[src/rtl/ctrl_decode_stage_pkg.sv]
// Shared encodings for the ID/EX control decode stage: opcodes, ALU ops, regDst codes,
// the registered control bundle and the SYSCALL sequencer states.
package ctrl_decode_stage_pkg;

  localparam logic [5:0] OP_RTYPE = 6'h00;
  localparam logic [5:0] OP_J     = 6'h02;
  localparam logic [5:0] OP_JAL   = 6'h03;
  localparam logic [5:0] OP_BEQ   = 6'h04;
  localparam logic [5:0] OP_BNE   = 6'h05;
  localparam logic [5:0] OP_ADDI  = 6'h08;
  localparam logic [5:0] OP_ADDIU = 6'h09;
  localparam logic [5:0] OP_ORI   = 6'h0D;
  localparam logic [5:0] OP_LUI   = 6'h0F;
  localparam logic [5:0] OP_LW    = 6'h23;
  localparam logic [5:0] OP_SW    = 6'h2B;

  localparam logic [5:0] FN_SLL     = 6'h00;
  localparam logic [5:0] FN_SRL     = 6'h02;
  localparam logic [5:0] FN_SRA     = 6'h03;
  localparam logic [5:0] FN_JR      = 6'h08;
  localparam logic [5:0] FN_SYSCALL = 6'h0C;
  localparam logic [5:0] FN_ADD     = 6'h20;
  localparam logic [5:0] FN_ADDU    = 6'h21;
  localparam logic [5:0] FN_SUB     = 6'h22;
  localparam logic [5:0] FN_AND     = 6'h24;
  localparam logic [5:0] FN_OR      = 6'h25;
  localparam logic [5:0] FN_SLT     = 6'h2A;

  // ALU codes are 4 bits here and resized to ALUOP_W at the decoder output.
  localparam logic [3:0] ALU_NOP = 4'd0;
  localparam logic [3:0] ALU_ADD = 4'd1;
  localparam logic [3:0] ALU_SUB = 4'd2;
  localparam logic [3:0] ALU_AND = 4'd3;
  localparam logic [3:0] ALU_OR  = 4'd4;
  localparam logic [3:0] ALU_SLT = 4'd5;
  localparam logic [3:0] ALU_SLL = 4'd6;
  localparam logic [3:0] ALU_SRL = 4'd7;
  localparam logic [3:0] ALU_SRA = 4'd8;
  localparam logic [3:0] ALU_LUI = 4'd9;

  localparam logic [1:0] RD_RT = 2'b00;
  localparam logic [1:0] RD_RD = 2'b01;
  localparam logic [1:0] RD_RA = 2'b10;

  typedef enum logic [1:0] {
    ST_IDLE  = 2'd0,
    ST_DRAIN = 2'd1,
    ST_FIRE  = 2'd2
  } sys_state_e;

  typedef struct packed {
    logic [1:0] reg_dst;
    logic [4:0] wreg;
    logic       reg_write;
    logic       mem_read;
    logic       mem_write;
    logic       mem_to_reg;
    logic       alu_src;
    logic       branch;
    logic       bne;
    logic       jump;
    logic       jal;
    logic       jr;
    logic       illegal;
  } ctrl_t;

endpackage

[src/rtl/ctrl_decode_stage_comb.sv]
// Pure combinational decode table: instruction word -> control bundle, ALU op, rt-use and syscall flags.
// No state, no handshake; undecodable words produce a bundle with only the illegal flag set.
module ctrl_decode_comb
  import ctrl_decode_stage_pkg::*;
#(
  parameter int ALUOP_W       = 4,
  parameter int SUPPORT_SHIFT = 1
) (
  input  logic [31:0]        instr_i,
  output ctrl_t              ctrl_o,
  output logic [ALUOP_W-1:0] aluop_o,
  output logic               uses_rt_o,
  output logic               is_sys_o
);

  localparam bit SHIFT_EN = (SUPPORT_SHIFT != 0);

  logic [5:0] op;
  logic [5:0] fn;
  logic [4:0] rt;
  logic [4:0] rd;
  logic [3:0] alu;
  logic       r_alu;
  logic       i_alu;
  logic       illegal;
  logic       unused_fields;

  assign op = instr_i[31:26];
  assign fn = instr_i[5:0];
  assign rt = instr_i[20:16];
  assign rd = instr_i[15:11];
  // rs and shamt only matter to the hazard compare and the ALU, not to decode.
  assign unused_fields = ^{instr_i[25:21], instr_i[10:6]};

  always_comb begin
    ctrl_o    = '0;
    alu       = ALU_NOP;
    r_alu     = 1'b0;
    i_alu     = 1'b0;
    illegal   = 1'b0;
    uses_rt_o = 1'b0;
    is_sys_o  = 1'b0;
    case (op)
      OP_RTYPE: begin
        case (fn)
          FN_ADD, FN_ADDU: begin r_alu = 1'b1; alu = ALU_ADD; end
          FN_SUB:          begin r_alu = 1'b1; alu = ALU_SUB; end
          FN_AND:          begin r_alu = 1'b1; alu = ALU_AND; end
          FN_OR:           begin r_alu = 1'b1; alu = ALU_OR;  end
          FN_SLT:          begin r_alu = 1'b1; alu = ALU_SLT; end
          FN_SLL: if (SHIFT_EN) begin r_alu = 1'b1; alu = ALU_SLL; end else illegal = 1'b1;
          FN_SRL: if (SHIFT_EN) begin r_alu = 1'b1; alu = ALU_SRL; end else illegal = 1'b1;
          FN_SRA: if (SHIFT_EN) begin r_alu = 1'b1; alu = ALU_SRA; end else illegal = 1'b1;
          FN_JR:      ctrl_o.jr = 1'b1;
          FN_SYSCALL: is_sys_o  = 1'b1;
          default:    illegal   = 1'b1;
        endcase
      end
      OP_ADDI, OP_ADDIU: begin i_alu = 1'b1; alu = ALU_ADD; end
      OP_ORI:            begin i_alu = 1'b1; alu = ALU_OR;  end
      OP_LUI:            begin i_alu = 1'b1; alu = ALU_LUI; end
      OP_LW: begin
        i_alu             = 1'b1;
        alu               = ALU_ADD;
        ctrl_o.mem_read   = 1'b1;
        ctrl_o.mem_to_reg = 1'b1;
      end
      OP_SW: begin
        alu              = ALU_ADD;
        ctrl_o.mem_write = 1'b1;
        ctrl_o.alu_src   = 1'b1;
        uses_rt_o        = 1'b1;
      end
      OP_BEQ, OP_BNE: begin
        alu           = ALU_SUB;
        ctrl_o.branch = 1'b1;
        ctrl_o.bne    = (op == OP_BNE);
        uses_rt_o     = 1'b1;
      end
      OP_J: ctrl_o.jump = 1'b1;
      OP_JAL: begin
        ctrl_o.jump      = 1'b1;
        ctrl_o.jal       = 1'b1;
        ctrl_o.reg_write = 1'b1;
        ctrl_o.reg_dst   = RD_RA;
        ctrl_o.wreg      = 5'd31;
      end
      default: illegal = 1'b1;
    endcase
    if (r_alu) begin
      ctrl_o.reg_dst   = RD_RD;
      ctrl_o.reg_write = 1'b1;
      ctrl_o.wreg      = rd;
      uses_rt_o        = 1'b1;
    end
    if (i_alu) begin
      ctrl_o.reg_dst   = RD_RT;
      ctrl_o.reg_write = 1'b1;
      ctrl_o.wreg      = rt;
      ctrl_o.alu_src   = 1'b1;
    end
    ctrl_o.illegal = illegal;
  end

  assign aluop_o = ALUOP_W'(alu);

endmodule

[src/rtl/ctrl_decode_stage.sv]
// ID/EX control stage: registers the decoded bundle (latency 1), inserts load-use bubbles and sequences SYSCALL.
// Backpressure: ex_stall holds the output register and drops in_ready; flush squashes and wins over everything.
module ctrl_decode_stage
  import ctrl_decode_stage_pkg::*;
#(
  parameter int ALUOP_W       = 4,
  parameter int DRAIN_CYCLES  = 3,
  parameter int SUPPORT_SHIFT = 1
) (
  input  logic               clk,
  input  logic               rst_b,
  input  logic               in_valid,
  output logic               in_ready,
  input  logic [31:0]        instr,
  input  logic               ex_stall,
  input  logic               flush,
  output logic               out_valid,
  output logic [1:0]         out_regDst,
  output logic [4:0]         out_wreg,
  output logic               out_regWrite,
  output logic               out_memRead,
  output logic               out_memWrite,
  output logic               out_memToReg,
  output logic               out_ALUSrc,
  output logic [ALUOP_W-1:0] out_ALUop,
  output logic               out_branch,
  output logic               out_bne,
  output logic               out_jump,
  output logic               out_jal,
  output logic               out_jr,
  output logic               out_illegal,
  output logic               sys_fire
);

  localparam int CNT_W = (DRAIN_CYCLES > 0) ? $clog2(DRAIN_CYCLES + 1) : 1;

  ctrl_t              dec_ctrl;
  logic [ALUOP_W-1:0] dec_alu;
  logic               dec_uses_rt;
  logic               dec_sys;

  ctrl_t              bun_q;
  logic [ALUOP_W-1:0] alu_q;
  logic               vld_q;
  sys_state_e         state_q, state_d;
  logic [CNT_W-1:0]   cnt_q, cnt_d;

  logic               hazard;
  logic               accept;

  ctrl_decode_comb #(
    .ALUOP_W       (ALUOP_W),
    .SUPPORT_SHIFT (SUPPORT_SHIFT)
  ) u_dec (
    .instr_i   (instr),
    .ctrl_o    (dec_ctrl),
    .aluop_o   (dec_alu),
    .uses_rt_o (dec_uses_rt),
    .is_sys_o  (dec_sys)
  );

  // The load in EX cannot forward in time to a consumer still in ID.
  assign hazard = vld_q && bun_q.mem_read && (bun_q.wreg != 5'd0) &&
                  ((bun_q.wreg == instr[25:21]) || (dec_uses_rt && (bun_q.wreg == instr[20:16])));

  assign in_ready = !ex_stall && !hazard && (state_q == ST_IDLE);
  assign accept   = in_valid && in_ready && !flush;

  always_comb begin
    state_d = state_q;
    cnt_d   = cnt_q;
    if (flush) begin
      state_d = ST_IDLE;
      cnt_d   = '0;
    end else begin
      case (state_q)
        ST_IDLE: begin
          if (accept && dec_sys) begin
            state_d = (DRAIN_CYCLES == 0) ? ST_FIRE : ST_DRAIN;
            cnt_d   = CNT_W'(DRAIN_CYCLES);
          end
        end
        ST_DRAIN: begin
          if (!ex_stall) begin
            if (cnt_q <= CNT_W'(1)) begin
              state_d = ST_FIRE;
              cnt_d   = '0;
            end else begin
              cnt_d = cnt_q - CNT_W'(1);
            end
          end
        end
        ST_FIRE: state_d = ST_IDLE;
        default: begin
          state_d = ST_IDLE;
          cnt_d   = '0;
        end
      endcase
    end
  end

  always_ff @(posedge clk or negedge rst_b) begin
    if (!rst_b) begin
      state_q <= ST_IDLE;
      cnt_q   <= '0;
    end else begin
      state_q <= state_d;
      cnt_q   <= cnt_d;
    end
  end

  always_ff @(posedge clk or negedge rst_b) begin
    if (!rst_b) begin
      vld_q <= 1'b0;
      bun_q <= '0;
      alu_q <= '0;
    end else if (flush) begin
      vld_q <= 1'b0;
    end else if (!ex_stall) begin
      vld_q <= accept;
      if (accept) begin
        bun_q <= dec_ctrl;
        alu_q <= dec_alu;
      end
    end
  end

  // A flush in the FIRE cycle cancels the strobe along with everything else.
  assign sys_fire = (state_q == ST_FIRE) && !flush;

  assign out_valid    = vld_q;
  assign out_regDst   = bun_q.reg_dst;
  assign out_wreg     = bun_q.wreg;
  assign out_regWrite = bun_q.reg_write;
  assign out_memRead  = bun_q.mem_read;
  assign out_memWrite = bun_q.mem_write;
  assign out_memToReg = bun_q.mem_to_reg;
  assign out_ALUSrc   = bun_q.alu_src;
  assign out_ALUop    = alu_q;
  assign out_branch   = bun_q.branch;
  assign out_bne      = bun_q.bne;
  assign out_jump     = bun_q.jump;
  assign out_jal      = bun_q.jal;
  assign out_jr       = bun_q.jr;
  assign out_illegal  = bun_q.illegal;

endmodule

[config.mk]
export PLATFORM = sky130hd
export DESIGN_NAME = ctrl_decode_stage
export DESIGN_NICKNAME = d
export VERILOG_FILES = /design/src/rtl/ctrl_decode_stage_pkg.sv /design/src/rtl/ctrl_decode_stage_comb.sv /design/src/rtl/ctrl_decode_stage.sv
export SDC_FILE = /design/constraint.sdc
export NUM_CORES = 1
export LEC_CHECK = 0
export ABC_CLOCK_PERIOD_IN_PS = 6000
export BUFFER_PORTS_ARGS = -buffer_cell sky130_fd_sc_hd__buf_2
export CAP_MARGIN = 20
export CORE_AREA = 5 5 67 63
export CTS_CLUSTER_SIZE = 12
export DETAILED_ROUTE_END_ITERATION = 7
export DIE_AREA = 0 0 72 68
export PLACE_DENSITY = 0.86
export SLEW_MARGIN = 20
export SYNTH_ARGS = -nofsm -noshare
export SYNTH_HDL_FRONTEND = slang
export SYNTH_SLANG_ARGS = --single-unit
[constraint.sdc]
create_clock -name clk -period 6 [get_ports clk]
set_input_delay 0.9 -clock clk [delete_from_list [all_inputs] [get_ports clk]]
set_output_delay 0.9 -clock clk [all_outputs]
set_load 0.005 [all_outputs]
# Word level (Yosys, flattened, before mapping)
# Index checks and enable logic that the tools add are counted.
# op_classes
n_eq_ne	29
n_lt_le_gt_ge	1
n_mux	34
bitwise	2
n_addsub	1
n_reduce_logical	30
# op_table
operator	n
== test 6 bit, second input constant	8
== test 6 x 4 -> 1 bit, second input constant	6
case mux 4 bit (8 select lines)	1
== test 6 x 2 -> 1 bit, second input constant	4
2-to-1 mux 8 bit	3
case mux 4 bit (5 select lines)	1
2-to-1 mux 2 bit	9
2-to-1 mux 1 bit	17
== test 6 x 3 -> 1 bit, second input constant	2
logical NOT 6 bit	2
OR reduction 11 bit	1
== test 5 bit	2
logical AND 1 bit	10
OR reduction 10 bit	1
AND reduction 3 bit	3
OR reduction 9 bit	1
!= test 3 bit, second input constant	2
case mux 2 bit (3 select lines)	1
OR reduction 2 bit	3
nonzero test 5 bit	1
OR reduction 5 bit	1
case mux 2 bit (2 select lines)	1
OR reduction 4 bit	1
logical NOT 1 bit	3
12 further kinds	13
# totals
wordCells	113
inputBits	37
register_bits	26
output_inout_bits	25

# Logic depth before layout (Yosys ltp)
# Gate-level depths: netlist of run 1.
# depth
ltp_word	17
depth_mapped	7
ltp_nobuf	5

# Modules after synthesis
# Synthesis of run 1 repeated with hierarchy kept, for this count alone.
# hier_totals
hier_cells	171
area_unflattened_um2	1824.2
# modules_own_cells
mod	seq_area_each_um2	cells_per_inst	area_each_um2	instances
ctrl_decode_stage	675.6	96	1328.8	1
ctrl_decode_comb	0.0	75	495.5	1

# Worst setup path before layout of run 1
# Ideal clock, no wire load.
# synth_timing
path_kind	input port to output port
start	in instr[30]
end	out in_ready
required_time_ns	5.100
setup_slack_ns	3.280
t_arrival_ns	1.820
n_path_buf	0
stages	4
cell_sequence	nor4_2 -> nand2_1 -> o32ai_4 -> a21oi_1
# synth_between
elab_chain_cells	10
word_cells_on_any_way	14
cone_classes	eq/ne (3); mux (3); reduce/logical (8)
# synth_lines
element	line_no	rtl
start: declaration	ctrl_decode_stage.sv:14	input logic [31:0] instr,
== test 6 bit or == test 6 x 3 -> 1 bit (tied branches)	ctrl_decode_stage_comb.sv:43	case (op)
OR reduction 3 bit (no source line)	--	
2-to-1 mux 1 bit	ctrl_decode_stage_comb.sv:43	
2-to-1 mux 1 bit *	ctrl_decode_stage_comb.sv:90	if (r_alu) begin
logical AND 1 bit *	ctrl_decode_stage.sv:64	((bun_q.wreg == instr[25:21]) || (dec_uses_rt && (bun_q.wreg == instr[20:16])));
logical OR 1 bit *	ctrl_decode_stage.sv:64	
logical AND 1 bit *	ctrl_decode_stage.sv:63	assign hazard = vld_q && bun_q.mem_read && (bun_q.wreg != 5'd0) &&
logical NOT 1 bit *	ctrl_decode_stage.sv:66	assign in_ready = !ex_stall && !hazard && (state_q == ST_IDLE);
logical AND 1 bit * (2 in series)	ctrl_decode_stage.sv:66	
end: declaration	ctrl_decode_stage.sv:13	output logic in_ready,
# Every way passes the cells marked *; elsewhere a longest branch is shown, timed or not.

# Final worst setup path of run 1
# Same ends and word-level chain as after synthesis.

==> flow_metrics.py, run 1 <==
metrics = {
    "routing": {
        "final_antenna_net_count": 0,
        "routed_wl_um": 3860,
        "via_count": 1494,
        "first_pass_iters": 4,
        "drt_first_iter_violations": 32,
        "detail_route.vias_per_cell": 5.62,
        "drc": 0,
        "post_drt_wl_per_cell_um": 14.5,
    },
    "clock_network": {
        "cts_resized": 0,
        "clkSinkCount": 26,
        "cts_post_setup_buffers_inserted": 0,
        "cts.path.max_buffers": 2,
        "cts_tree": "yes",
        "cts.hold.buffers_added": 0,
        "cts_made_buffers": 3,
        "clock-root-buffer": "sky130_fd_sc_hd__clkbuf_8",
        "clk_latency_ps": 270,
        "cts.reportedPaths.clkPinSlew_ps": 80,
        "htree_levels": 1,
    },
    "layout": {
        "n_fill_cell": 306,
        "multi_input_comb_area_mm2": 0.00103,
        "antenna_fix_cells": 0,
        "utilization": 0.595,
        "final_area_mm2": 0.00210,
        "design.final.nets": 258,
        "seq_area_um2": 651,
        "area_growth_syn_to_fin_pct": 19.7,
        "layout-drive-gt1-share": 0.386,
    },
    "die": {
        "ioPinCount": 62,
        "die_footprint_mm2": 0.00490,
        "design.core.area_mm2": 0.00352,
        "die-height_um": 68,
        "rows": 21,
        "initial_cell_density_of_the_core": 0.497,
        "die_width_um": 72,
    },
    "yosys": {
        "synth_enable_flop_cells": 0,
        "sequential_fraction_of_the_synthesis_area": 0.372,
        "synth-seq-cells": 26,
        "synthesis.area_mm2": 0.00175,
        "synth-warning-count": 0,
        "synth_flop_cell": "sky130_fd_sc_hd__dfrtp_1",
        "syn_area_per_cell_um2": 10.5,
        "postSynthCellCount": 167,
        "synth_cell_type_count": 51,
        "syn-num-nets": 204,
        "proportion_of_synthesized_flip_flops_having_asynchronous_set_or_reset": 1.00,
    },
    "power_and_ir_drop": {
        "comb_power_share": 0.195,
        "p_leak_nw": 0.989,
        "total_switching_power_mw": 0.0951,
        "vdd_ir_drop_max_v": 0.000147,
        "share_of_total_power_in_sequential_cells": 0.507,
        "total_power_per_unit_cell_area_mw_per_mm2": 178,
        "power.switching_fraction": 0.256,
        "power_frac_clock": 0.297,
        "internal-power_mw": 0.277,
    },
    "worst_setup_path": {
        "worst-setup-path-type": "in -> out",
        "required_ps": 5100,
        "worstSetupEndpointType": "output port",
        "cp-start-kind": "input pin",
        "largest_fanout_on_the_critical_path": 11,
        "worst_ep_arrival_time_ps": 2300,
    },
    "global_route": {
        "number_of_global_route_vias_before_repair": 1348,
        "met2_usage": 0.265,
        "grt.busiest_layer": "met2",
        "grt-ovfl-total": 0,
        "grt_first_pass_wirelength_um": 6150,
        "grt_max_degree": 27,
        "number_of_antenna_violations_at_the_first_check_in_global_routing": 0,
        "grt.met3_usage": 0.0308,
        "groute.usage.overall": 0.158,
        "gr-usage-met1": 0.213,
    },
    "timing": {
        "max_slew.worst_pin.slew_ps": 952,
        "finalCritPeriodShare": 0.533,
        "final_worst_slack_ps": 2800,
        "clock_skew_ps": 2.80,
        "final.hold.worst_slack_ps": 488,
        "setup_viol": 0,
        "drv_slew": 0,
        "setup_repair_after_global_routing_missed_its_margin": "false",
        "final-hold-violation-count": 0,
        "min_period_ps": 3200,
        "fmax_mhz": 313,
        "timing.setup.tns_ps": 0,
        "headroom_to_the_max_slew_limit": 0.363,
    },
    "run": {
        "drv_cap": 0,
    },
    "placed_design": {
        "preCtsSetupSlack_ps": 2790,
        "port_buffers": 56,
        "place.detailed.hpwl_um": 2950,
        "place_congestion": 0.765,
        "place_area_mm2": 0.00204,
    },
    "worst_hold_path": {
        "hold_path.class": "reg -> reg",
    },
    "run_status": {
        "status": "finished clean",
    },
}
## cells in the final DEF (no fill, tap or decap), types with 2 or more instances in the layout
| cell type | netlist | final |
|---|---|---|
| sky130_fd_sc_hd__and3_1 | 2 | 2 |
| sky130_fd_sc_hd__dfrtp_1 | 26 | 26 |
| sky130_fd_sc_hd__xor2_1 | 2 | 2 |
| sky130_fd_sc_hd__nor2b_1 | 3 | 3 |
| sky130_fd_sc_hd__a21oi_1 | 8 | 8 |
| sky130_fd_sc_hd__mux2_2 | 2 | 2 |
| sky130_fd_sc_hd__nand2_1 | 7 | 7 |
| sky130_fd_sc_hd__nand2b_1 | 5 | 5 |
| sky130_fd_sc_hd__mux2i_1 | 5 | 5 |
| sky130_fd_sc_hd__xnor2_1 | 9 | 9 |
| sky130_fd_sc_hd__or4_1 | 2 | 2 |
| sky130_fd_sc_hd__nor3b_1 | 3 | 3 |
| sky130_fd_sc_hd__inv_1 | 7 | 7 |
| sky130_fd_sc_hd__o31ai_1 | 2 | 2 |
| sky130_fd_sc_hd__mux2_4 | 14 | 14 |
| sky130_fd_sc_hd__o21ai_0 | 6 | 6 |
| sky130_fd_sc_hd__buf_2 | 2 | 56 |
| sky130_fd_sc_hd__nand3_1 | 6 | 6 |
| sky130_fd_sc_hd__nor4_1 | 3 | 3 |
| sky130_fd_sc_hd__nor2_1 | 8 | 8 |
| sky130_fd_sc_hd__a221o_1 | 6 | 6 |
| sky130_fd_sc_hd__clkbuf_8 | 0 | 4 |
| sky130_fd_sc_hd__nor3_1 | 8 | 8 |
## Yosys cell counts (2+ instances only)
master                     count  area (um2)
sky130_fd_sc_hd__a21oi_1       8        40.0
sky130_fd_sc_hd__a221o_1       6        60.1
sky130_fd_sc_hd__and3_1        2        12.5
sky130_fd_sc_hd__buf_2         2        10.0
sky130_fd_sc_hd__buf_6         2        22.5
sky130_fd_sc_hd__clkbuf_1      2        7.51
sky130_fd_sc_hd__dfrtp_1      26         651
sky130_fd_sc_hd__inv_1         7        26.3
sky130_fd_sc_hd__mux2_2        2        22.5
sky130_fd_sc_hd__mux2_4       14         210
sky130_fd_sc_hd__mux2i_1       5        50.1
sky130_fd_sc_hd__nand2_1       7        26.3
sky130_fd_sc_hd__nand2b_1      5        31.3
sky130_fd_sc_hd__nand3_1       6        30.0
sky130_fd_sc_hd__nor2_1        8        30.0
sky130_fd_sc_hd__nor2b_1       3        18.8
sky130_fd_sc_hd__nor3_1        8        40.0
sky130_fd_sc_hd__nor3b_1       3        22.5
sky130_fd_sc_hd__nor4_1        3        18.8
sky130_fd_sc_hd__o21ai_0       6        30.0
sky130_fd_sc_hd__o31ai_1       2        15.0
sky130_fd_sc_hd__or4_1         2        15.0
sky130_fd_sc_hd__xnor2_1       9        78.8
sky130_fd_sc_hd__xor2_1        2        17.5
## logic make-up (layout without fill, tap and decap cells)
group | after synthesis | in the layout | share of synthesized area
buffers and inverters | 14 | 67 | 0.0422
XOR/XNOR | 11 | 11 | 0.0550
AO/OA/AOI/OAI | 39 | 39 | 0.187
flip-flops | 26 | 26 | 0.372
multiplexers | 21 | 21 | 0.162
AND/OR/NAND/NOR | 56 | 56 | 0.183
## layer usage
layer | share of wire | vias up
met4 | 0.0083 | 0
met1 | 0.46 | 727
li1 | - | 728
met2 | 0.48 | 34
met5 | 0 | -
met3 | 0.049 | 5
## flip-flops by register name, summed over array words and instances (netlist names)
signal	flops
out_wreg	5
out_ALUop	4
cnt_q	2
out_regDst	2
state_q	2
out_ALUSrc	1
out_bne	1
out_branch	1
out_illegal	1
out_jal	1
out_jr	1
out_jump	1
out_memToReg	1
out_memWrite	1
out_regWrite	1
out_valid	1
## layout make-up
type                       instances  area share
multi-input combinational        127       0.490
sequential                        26       0.310
timing repair buffer              56       0.134
tap                               46      0.0275
clock buffer                       4      0.0263
inverter                           7      0.0125
## through the flow
stage	power [mW]	std cells
after floorplan	0.233	167
after global placement	0.264	262
after detailed placement	0.265	262
after CTS	0.375	266
after global routing	0.390	266
final	0.372	266
## power by group through the flow
stage	sequential [mW]	clock (mW)	combinational (mW)
3_5_place_dp	0.192	0	0.0731
6_report	0.189	0.111	0.0727
4_1_cts	0.189	0.113	0.0736
2_1_floorplan	0.192	0	0.0409
5_1_grt	0.190	0.119	0.0803
3_3_place_gp	0.192	0	0.0718
## critical path, stage by stage
cell and delay [ps]:
sky130_fd_sc_hd__buf_2 170, sky130_fd_sc_hd__nor4_2 360, sky130_fd_sc_hd__nand2_1 250, sky130_fd_sc_hd__o32ai_4 320
sky130_fd_sc_hd__a21oi_1 120, sky130_fd_sc_hd__buf_2 170
## path summary, 6_finish.rpt
| kind | start | endpoint | slack, ps | cells after the start |
|---|---|---|---|---|
| max | instr[30] | in_ready | 2800 | 6 |
| min | cnt_q[1]$_DFFE_PN0P_ | state_q[1]$_DFFE_PN0P_ | 490 | 1 |
| max in group asynchronous | rst_b | out_memWrite$_DFFE_PN0P_ | 5020 | 1 |
| min reg2reg | cnt_q[1]$_DFFE_PN0P_ | state_q[1]$_DFFE_PN0P_ | 490 | 1 |
| min in group asynchronous | rst_b | out_ALUop[2]$_DFFE_PN0P_ | 610 | 1 |
| max reg2reg | out_wreg[1]$_DFFE_PN0P_ | out_ALUop[3]$_DFFE_PN0P_ | 3280 | 5 |
No activity file was read; power rests on OpenSTA's default activity.
==> run 2, diff against run 1 <==
ABC_CLOCK_PERIOD_IN_PS = 2800   (was 6000)
CORE_AREA = 5 5 72 68   (was 5 5 67 63)
DIE_AREA = 0 0 77 73   (was 0 0 72 68)
PLACE_DENSITY = 0.78   (was 0.86)
clock period = 2.8 ns   (was 6 ns; I/O delays follow)
==> run 2 against run 1 <==
Effect of this change: via count decreased by 1.9%; combinational power increased by 120%; clock power increased by 86%; total power increased by 110%; hold slack got worse by 350 ps; sequential power increased by 110%; setup slack got worse by 2500 ps; final cell count increased by 2.3%; non-clock buffer count increased by 3; design area increased by 1.3%; count of clock-buffer cells in the layout decreased by 1; sequential share of layout area decreased by 0.38 points; critical path type is now reg -> reg; largest power group unchanged; highest routed layer unchanged.
==> flow_metrics.py, run 2 (synthesized netlist as in run 1, its figures left out) <==
metrics = {
    "routing": {
        "routed.top_layer": "met4",
        "drc": 0,
        "post_drt_wl_per_cell_um": 15.0,
        "final_antenna_net_count": 0,
        "met1Wirelength_um": 1900,
        "first_pass_iters": 4,
        "met2_length_um": 1880,
        "via_count": 1465,
        "detail_route.vias_per_cell": 5.39,
        "drt_first_iter_violations": 48,
        "routed_wl_um": 4080,
        "met3_length_um": 242,
    },
    "timing": {
        "timing.setup.tns_ps": 0,
        "final.hold.worst_slack_ps": 135,
        "max_slew.worst_pin.slew_ps": 700,
        "fmax_mhz": 401,
        "drv_slew": 0,
        "setup_repair_after_global_routing_missed_its_margin": "false",
        "clock_skew_ps": 1.49,
        "min_period_ps": 2490,
        "headroom_to_the_max_slew_limit": 0.529,
        "finalCritPeriodShare": 0.890,
        "setup_viol": 0,
        "final-hold-violation-count": 0,
    },
    "layout": {
        "design.final.nets": 261,
        "final_cell_mix": "sky130_fd_sc_hd__buf_2 (56), sky130_fd_sc_hd__dfrtp_1 (26), sky130_fd_sc_hd__mux2_4 (14)",
        "utilization": 0.509,
        "largest_reg_flops": 5,
        "layout-drive-gt1-share": 0.392,
        "mostFrequentLayoutCell": "sky130_fd_sc_hd__buf_2",
        "antenna_fix_cells": 0,
        "area_growth_syn_to_fin_pct": 21.2,
        "final_area_mm2": 0.00212,
    },
    "power_and_ir_drop": {
        "total_power_per_unit_cell_area_mw_per_mm2": 364,
        "p_leak_nw": 0.999,
        "total_power_mw": 0.772,
        "vdd_ir_drop_max_v": 0.000306,
    },
    "global_route": {
        "groute.usage.overall": 0.149,
        "grt_max_degree": 27,
        "number_of_antenna_violations_at_the_first_check_in_global_routing": 0,
        "grt_first_pass_wirelength_um": 6820,
        "grt-ovfl-total": 0,
        "number_of_global_route_vias_before_repair": 1454,
    },
    "clock_network": {
        "cts_resized": 0,
        "cts.reportedPaths.clkPinSlew_ps": 80,
        "clkSinkCount": 26,
        "cts.hold.buffers_added": 0,
        "cts_made_buffers": 3,
        "clk_latency_ps": 270,
        "cts.path.max_buffers": 2,
        "cts_post_setup_buffers_inserted": 0,
        "cts_tree": "yes",
        "clock-root-buffer": "sky130_fd_sc_hd__clkbuf_8",
        "htree_levels": 1,
    },
    "worst_setup_path": {
        "cp-start-kind": "flip-flop",
        "worstPathBufferInverterCount": 1,
        "worstSetupEndpointType": "flip-flop",
        "cp_slowest_cell": "sky130_fd_sc_hd__or4_1",
        "required_ps": 2960,
        "path_delay_family": "compound AO/OA/AOI/OAI gates",
        "largest_fanout_on_the_critical_path": 13,
        "worst_path_cell_chain": "or4_1 > o211ai_2 > o31a_2 > a21boi_4 > buf_12 > mux2_4",
        "worst-setup-path-type": "reg -> reg",
        "crit_path_max_incr_delay_ps": 560,
        "worst_ep_arrival_time_ps": 2650,
    },
    "die": {
        "ioPinCount": 62,
        "initial_cell_density_of_the_core": 0.419,
        "die_width_um": 77,
        "die-height_um": 73,
        "die_footprint_mm2": 0.00562,
        "rows": 23,
        "design.core.area_mm2": 0.00417,
    },
    "worst_hold_path": {
        "hold_path.class": "in -> async",
    },
    "placed_design": {
        "place_congestion": 0.817,
        "port_buffers": 56,
        "place.detailed.hpwl_um": 3160,
        "place_area_mm2": 0.00208,
    },
    "run": {
        "drv_cap": 0,
    },
    "run_status": {
        "status": "finished clean",
    },
}
-- run 2: changes by cell type in the layout (fill, tap and decap cells not counted) --
cell and change:
sky130_fd_sc_hd__clkbuf_8 -1, sky130_fd_sc_hd__buf_12 +1, sky130_fd_sc_hd__buf_4 +2
-- run 2: final timing paths --
path | start | end | slack, ps | cells past startpoint
worst max-delay path | out_wreg[1]$_DFFE_PN0P_ | out_jal$_DFFE_PN0P_ | 310 | 6
worst min-delay path | rst_b | out_ALUop[2]$_DFFE_PN0P_ | 140 | 1
worst max register to register | out_wreg[1]$_DFFE_PN0P_ | out_jal$_DFFE_PN0P_ | 310 | 6
worst min register to register | cnt_q[1]$_DFFE_PN0P_ | state_q[1]$_DFFE_PN0P_ | 500 | 1
max in group asynchronous | rst_b | out_regWrite$_DFFE_PN0P_ | 2290 | 1
min in group clk | flush | cnt_q[0]$_DFFE_PN0P_ | 380 | 2
-- run 2: layout make-up --
type | instances | area (um2)
fillers | 382 | 2050
multi-input cells | 127 | 1030
flip-flops and latches | 26 | 651
repair buffers | 59 | 315
well taps | 50 | 62.6
clock buffers | 3 | 41.3
inverters | 7 | 26.3
-- run 2: power by group --
part	internal (mW)	switching (mW)
sequential	0.390	0.0126
combinational	0.0807	0.0818
clock	0.0964	0.110
total	0.567	0.204
-- run 2: per-layer routing --
metal	up-vias	global-route usage
li1	734	-
met1	684	0.204
met2	41	0.237
met3	6	0.0370
met4	0	0.0401
met5	-	0
-- run 2: metrics by stage --
| step | std cells | setup WS, ps |
|---|---|---|
| floorplan | 167 | 663 |
| global placement | 269 | 341 |
| detailed placement | 269 | 325 |
| CTS | 272 | 298 |
| global route | 272 | 214 |
| finish | 272 | 309 |
==> run 3, diff against run 2 <==
ABC_AREA = 1   (was not set)
CORE_AREA = 5 5 71 67   (was 5 5 72 68)
DIE_AREA = 0 0 76 72   (was 0 0 77 73)
==> run 3 against run 2 <==
Effect of this change: combinational power down 11%; die area down 2.7%; design area fell by 3.0%; clock skew up 0.82 ps; register-to-register slack gained 610 ps; final cell count is 22% higher; highest routed layer unchanged.
==> flow_metrics.py, run 3 <==
metrics = {
    "layout": {
        "final_cell_mix": "sky130_fd_sc_hd__nand2_1 (68), sky130_fd_sc_hd__buf_2 (56), sky130_fd_sc_hd__inv_1 (27)",
        "design.final.nets": 322,
        "n_fill_cell": 408,
        "largest_reg_flops": 5,
        "seq_area_um2": 651,
        "layout.cells.non_filler": 332,
        "area_growth_syn_to_fin_pct": 23.0,
        "antenna_fix_cells": 0,
        "multi_input_comb_area_um2": 872,
        "layout-drive-gt1-share": 0.299,
        "mostFrequentLayoutCell": "sky130_fd_sc_hd__nand2_1",
    },
    "worst_setup_path": {
        "worst-setup-path-type": "in -> out",
        "r2r.worst_path.cells": 9,
        "timing.critical_path.mode_cell": "sky130_fd_sc_hd__nand2_1",
        "crit_path_max_incr_delay_ps": 250,
        "worst_path_cell_chain": "buf_2 > nor2_1 > nand3_1 > nand2_1 > nor2_2 > nand2_1 > nand2_2 > nand2_1 > nand2_1 > nand2_2 > a21boi_4 > buf_2",
        "required_ps": 2380,
        "r2r_end": "out_regDst[0]$_DFFE_PN0P_",
        "worst_ep_arrival_time_ps": 1680,
        "largest_fanout_on_the_critical_path": 5,
        "cp_slowest_cell": "sky130_fd_sc_hd__nor2_1",
        "reg2reg_setup_slack_ps": 920,
        "regToRegStartpoint": "out_wreg[2]$_DFFE_PN0P_",
        "cp-start-kind": "input pin",
        "worstSetupEndpointType": "output port",
    },
    "yosys": {
        "proportion_of_synthesized_flip_flops_having_asynchronous_set_or_reset": 1.00,
        "area_share_of_the_largest_cell_type_after_synthesis": 0.389,
        "sequential_fraction_of_the_synthesis_area": 0.389,
        "syn_area_per_cell_um2": 7.40,
        "largest_family_of_logic_cells_by_synthesized_area": "simple AND/OR/NAND/NOR gates",
        "synth_flop_cell": "sky130_fd_sc_hd__dfrtp_1",
        "synthesis.area_mm2": 0.00167,
        "synth_area_leaders": "sky130_fd_sc_hd__dfrtp_1 (39%), sky130_fd_sc_hd__nand2_1 (15%), sky130_fd_sc_hd__o21ai_2 (6.3%), sky130_fd_sc_hd__inv_1 (6.1%), sky130_fd_sc_hd__nand3_1 (5.1%)",
        "synth_simple_gate_area_share": 0.331,
        "synth-seq-cells": 26,
        "synth_enable_flop_cells": 0,
        "post_synth_fa_ha_maj_area_fraction": 0,
        "postSynthCellCount": 226,
        "synth_cell_type_count": 27,
        "synth_mux_area_frac": 0,
        "synth-warning-count": 0,
        "synthXorXnorAreaFrac": 0.0419,
        "synth_most_common_cell": "sky130_fd_sc_hd__nand2_1",
        "post_synth_most_frequent_cells": "sky130_fd_sc_hd__nand2_1 (68), sky130_fd_sc_hd__inv_1 (27), sky130_fd_sc_hd__dfrtp_1 (26)",
        "synthDominantAreaCellType": "sky130_fd_sc_hd__dfrtp_1",
        "synth_compound_area_frac": 0.148,
        "syn-num-nets": 263,
    },
    "die": {
        "ioPinCount": 62,
        "die_footprint_mm2": 0.00547,
        "die_width_um": 76,
        "die-height_um": 72,
        "initial_cell_density_of_the_core": 0.425,
        "design.core.area_mm2": 0.00394,
        "rows": 22,
    },
    "global_route": {
        "grt_first_pass_wirelength_um": 6870,
        "grt-ovfl-total": 0,
        "groute.usage.overall": 0.149,
        "number_of_antenna_violations_at_the_first_check_in_global_routing": 0,
        "number_of_global_route_vias_before_repair": 1527,
        "grt_max_degree": 27,
    },
    "timing": {
        "finalCritPeriodShare": 0.750,
        "final-hold-violation-count": 0,
        "min_period_ps": 2100,
        "clock_skew_ps": 2.31,
        "headroom_to_the_max_slew_limit": 0.611,
        "fmax_mhz": 476,
        "max_slew.worst_pin.slew_ps": 584,
        "timing.setup.tns_ps": 0,
        "setup_repair_after_global_routing_missed_its_margin": "false",
        "setup_viol": 0,
        "drv_slew": 0,
    },
    "run": {
        "drv_cap": 0,
    },
    "clock_network": {
        "cts.reportedPaths.clkPinSlew_ps": 90,
        "clk_latency_ps": 270,
        "cts.path.max_buffers": 2,
        "clock-root-buffer": "sky130_fd_sc_hd__clkbuf_8",
        "cts_made_buffers": 3,
        "cts_tree": "yes",
        "clkSinkCount": 26,
        "cts_post_setup_buffers_inserted": 0,
        "cts.hold.buffers_added": 0,
        "cts_resized": 0,
        "htree_levels": 1,
    },
    "routing": {
        "via_count": 1616,
        "post_drt_wl_per_cell_um": 12.0,
        "first_pass_iters": 6,
        "drc": 0,
        "drt_first_iter_violations": 85,
        "detail_route.vias_per_cell": 4.87,
        "routed_wl_um": 3970,
        "final_antenna_net_count": 0,
    },
    "power_and_ir_drop": {
        "share_of_total_power_in_sequential_cells": 0.473,
        "comb_power_share": 0.167,
        "internal-power_mw": 0.644,
        "total_power_per_unit_cell_area_mw_per_mm2": 419,
        "power.switching_fraction": 0.252,
        "total_switching_power_mw": 0.217,
        "p_leak_nw": 1.20,
        "power_frac_clock": 0.360,
        "vdd_ir_drop_max_v": 0.000319,
        "total_power_mw": 0.861,
    },
    "placed_design": {
        "port_buffers": 56,
        "place.detailed.hpwl_um": 3210,
        "numPlacedInstances": 328,
        "place_congestion": 0.843,
    },
    "run_status": {
        "status": "finished clean",
    },
    "worst_hold_path": {
        "hold_path.class": "in -> async",
    },
}
[run 3: cell types whose count changed in the layout (fill, tap and decap cells not counted), sizes merged, moves of 5 or more]
cell | previous run | this run
inv | 7 | 29
mux2 | 16 | 0
mux2i | 5 | 0
nand2 | 7 | 71
nand2b | 5 | 0
nand3 | 6 | 17
nand4 | 0 | 6
nor2 | 8 | 25
o21ai | 6 | 19
xnor2 | 9 | 3
[run 3: per-stage QoR]
step                hold WS (ps)  setup WS (ps)   util  cell area (um2)
detailed placement           458            546  0.505             1990
floorplan                    124           1100      -             1670
finish                       137            700  0.523             2060
global placement             449            591  0.505             1990
global route                 181            540  0.523             2060
CTS                          154            677  0.523             2060
[run 3: cell families after synthesis]
logic type,after synthesis
AOI/OAI and AO/OA,32
xor gates and xnor gates,8
buffers and inverters,33
DFF,26
and+or+nand+nor,127
[run 3: worst max path at each step]
stage | startpoint | depth (start not counted) | to | slack, ps
floorplan | instr[5] | 13 | out_regWrite$_DFFE_PN0P_ | 1100
global placement | instr[5] | 15 | out_memToReg$_DFFE_PN0P_ | 590
detailed placement | instr[5] | 15 | out_regDst[0]$_DFFE_PN0P_ | 550
CTS | instr[5] | 12 | in_ready | 680
global route | instr[5] | 12 | in_ready | 540
finish | instr[5] | 12 | in_ready | 700
[run 3: final cells by class]
type	instances	area share
Multi-Input combinational cell	167	0.424
Inverter	29	0.0529
Tap cell	48	0.0292
Timing Repair Buffer	58	0.143
Clock inverter	1	0.0146
Sequential cell	26	0.316
Clock buffer	3	0.0201
[run 3: power groups by stage]
stage | sequential [mW] | combinational, mW | clock [mW]
2_1_floorplan | 0.414 | 0.0801 | 0
3_3_place_gp | 0.415 | 0.142 | 0
3_5_place_dp | 0.415 | 0.145 | 0
4_1_cts | 0.408 | 0.146 | 0.322
5_1_grt | 0.411 | 0.165 | 0.338
6_report | 0.407 | 0.144 | 0.310
[run 3: critical path, delay by kind of cell]
family	cells	cell delay (ps)
buf+inv	2	230
simple gates	9	970
compound gates	1	70
[run 3: per-layer routing]
layer	track usage	share of wire	vias up
met5	0	0	-
met4	0.0178	0.0020	0
met3	0.0533	0.082	2
met2	0.240	0.44	46
met1	0.197	0.48	716
li1	-	-	852
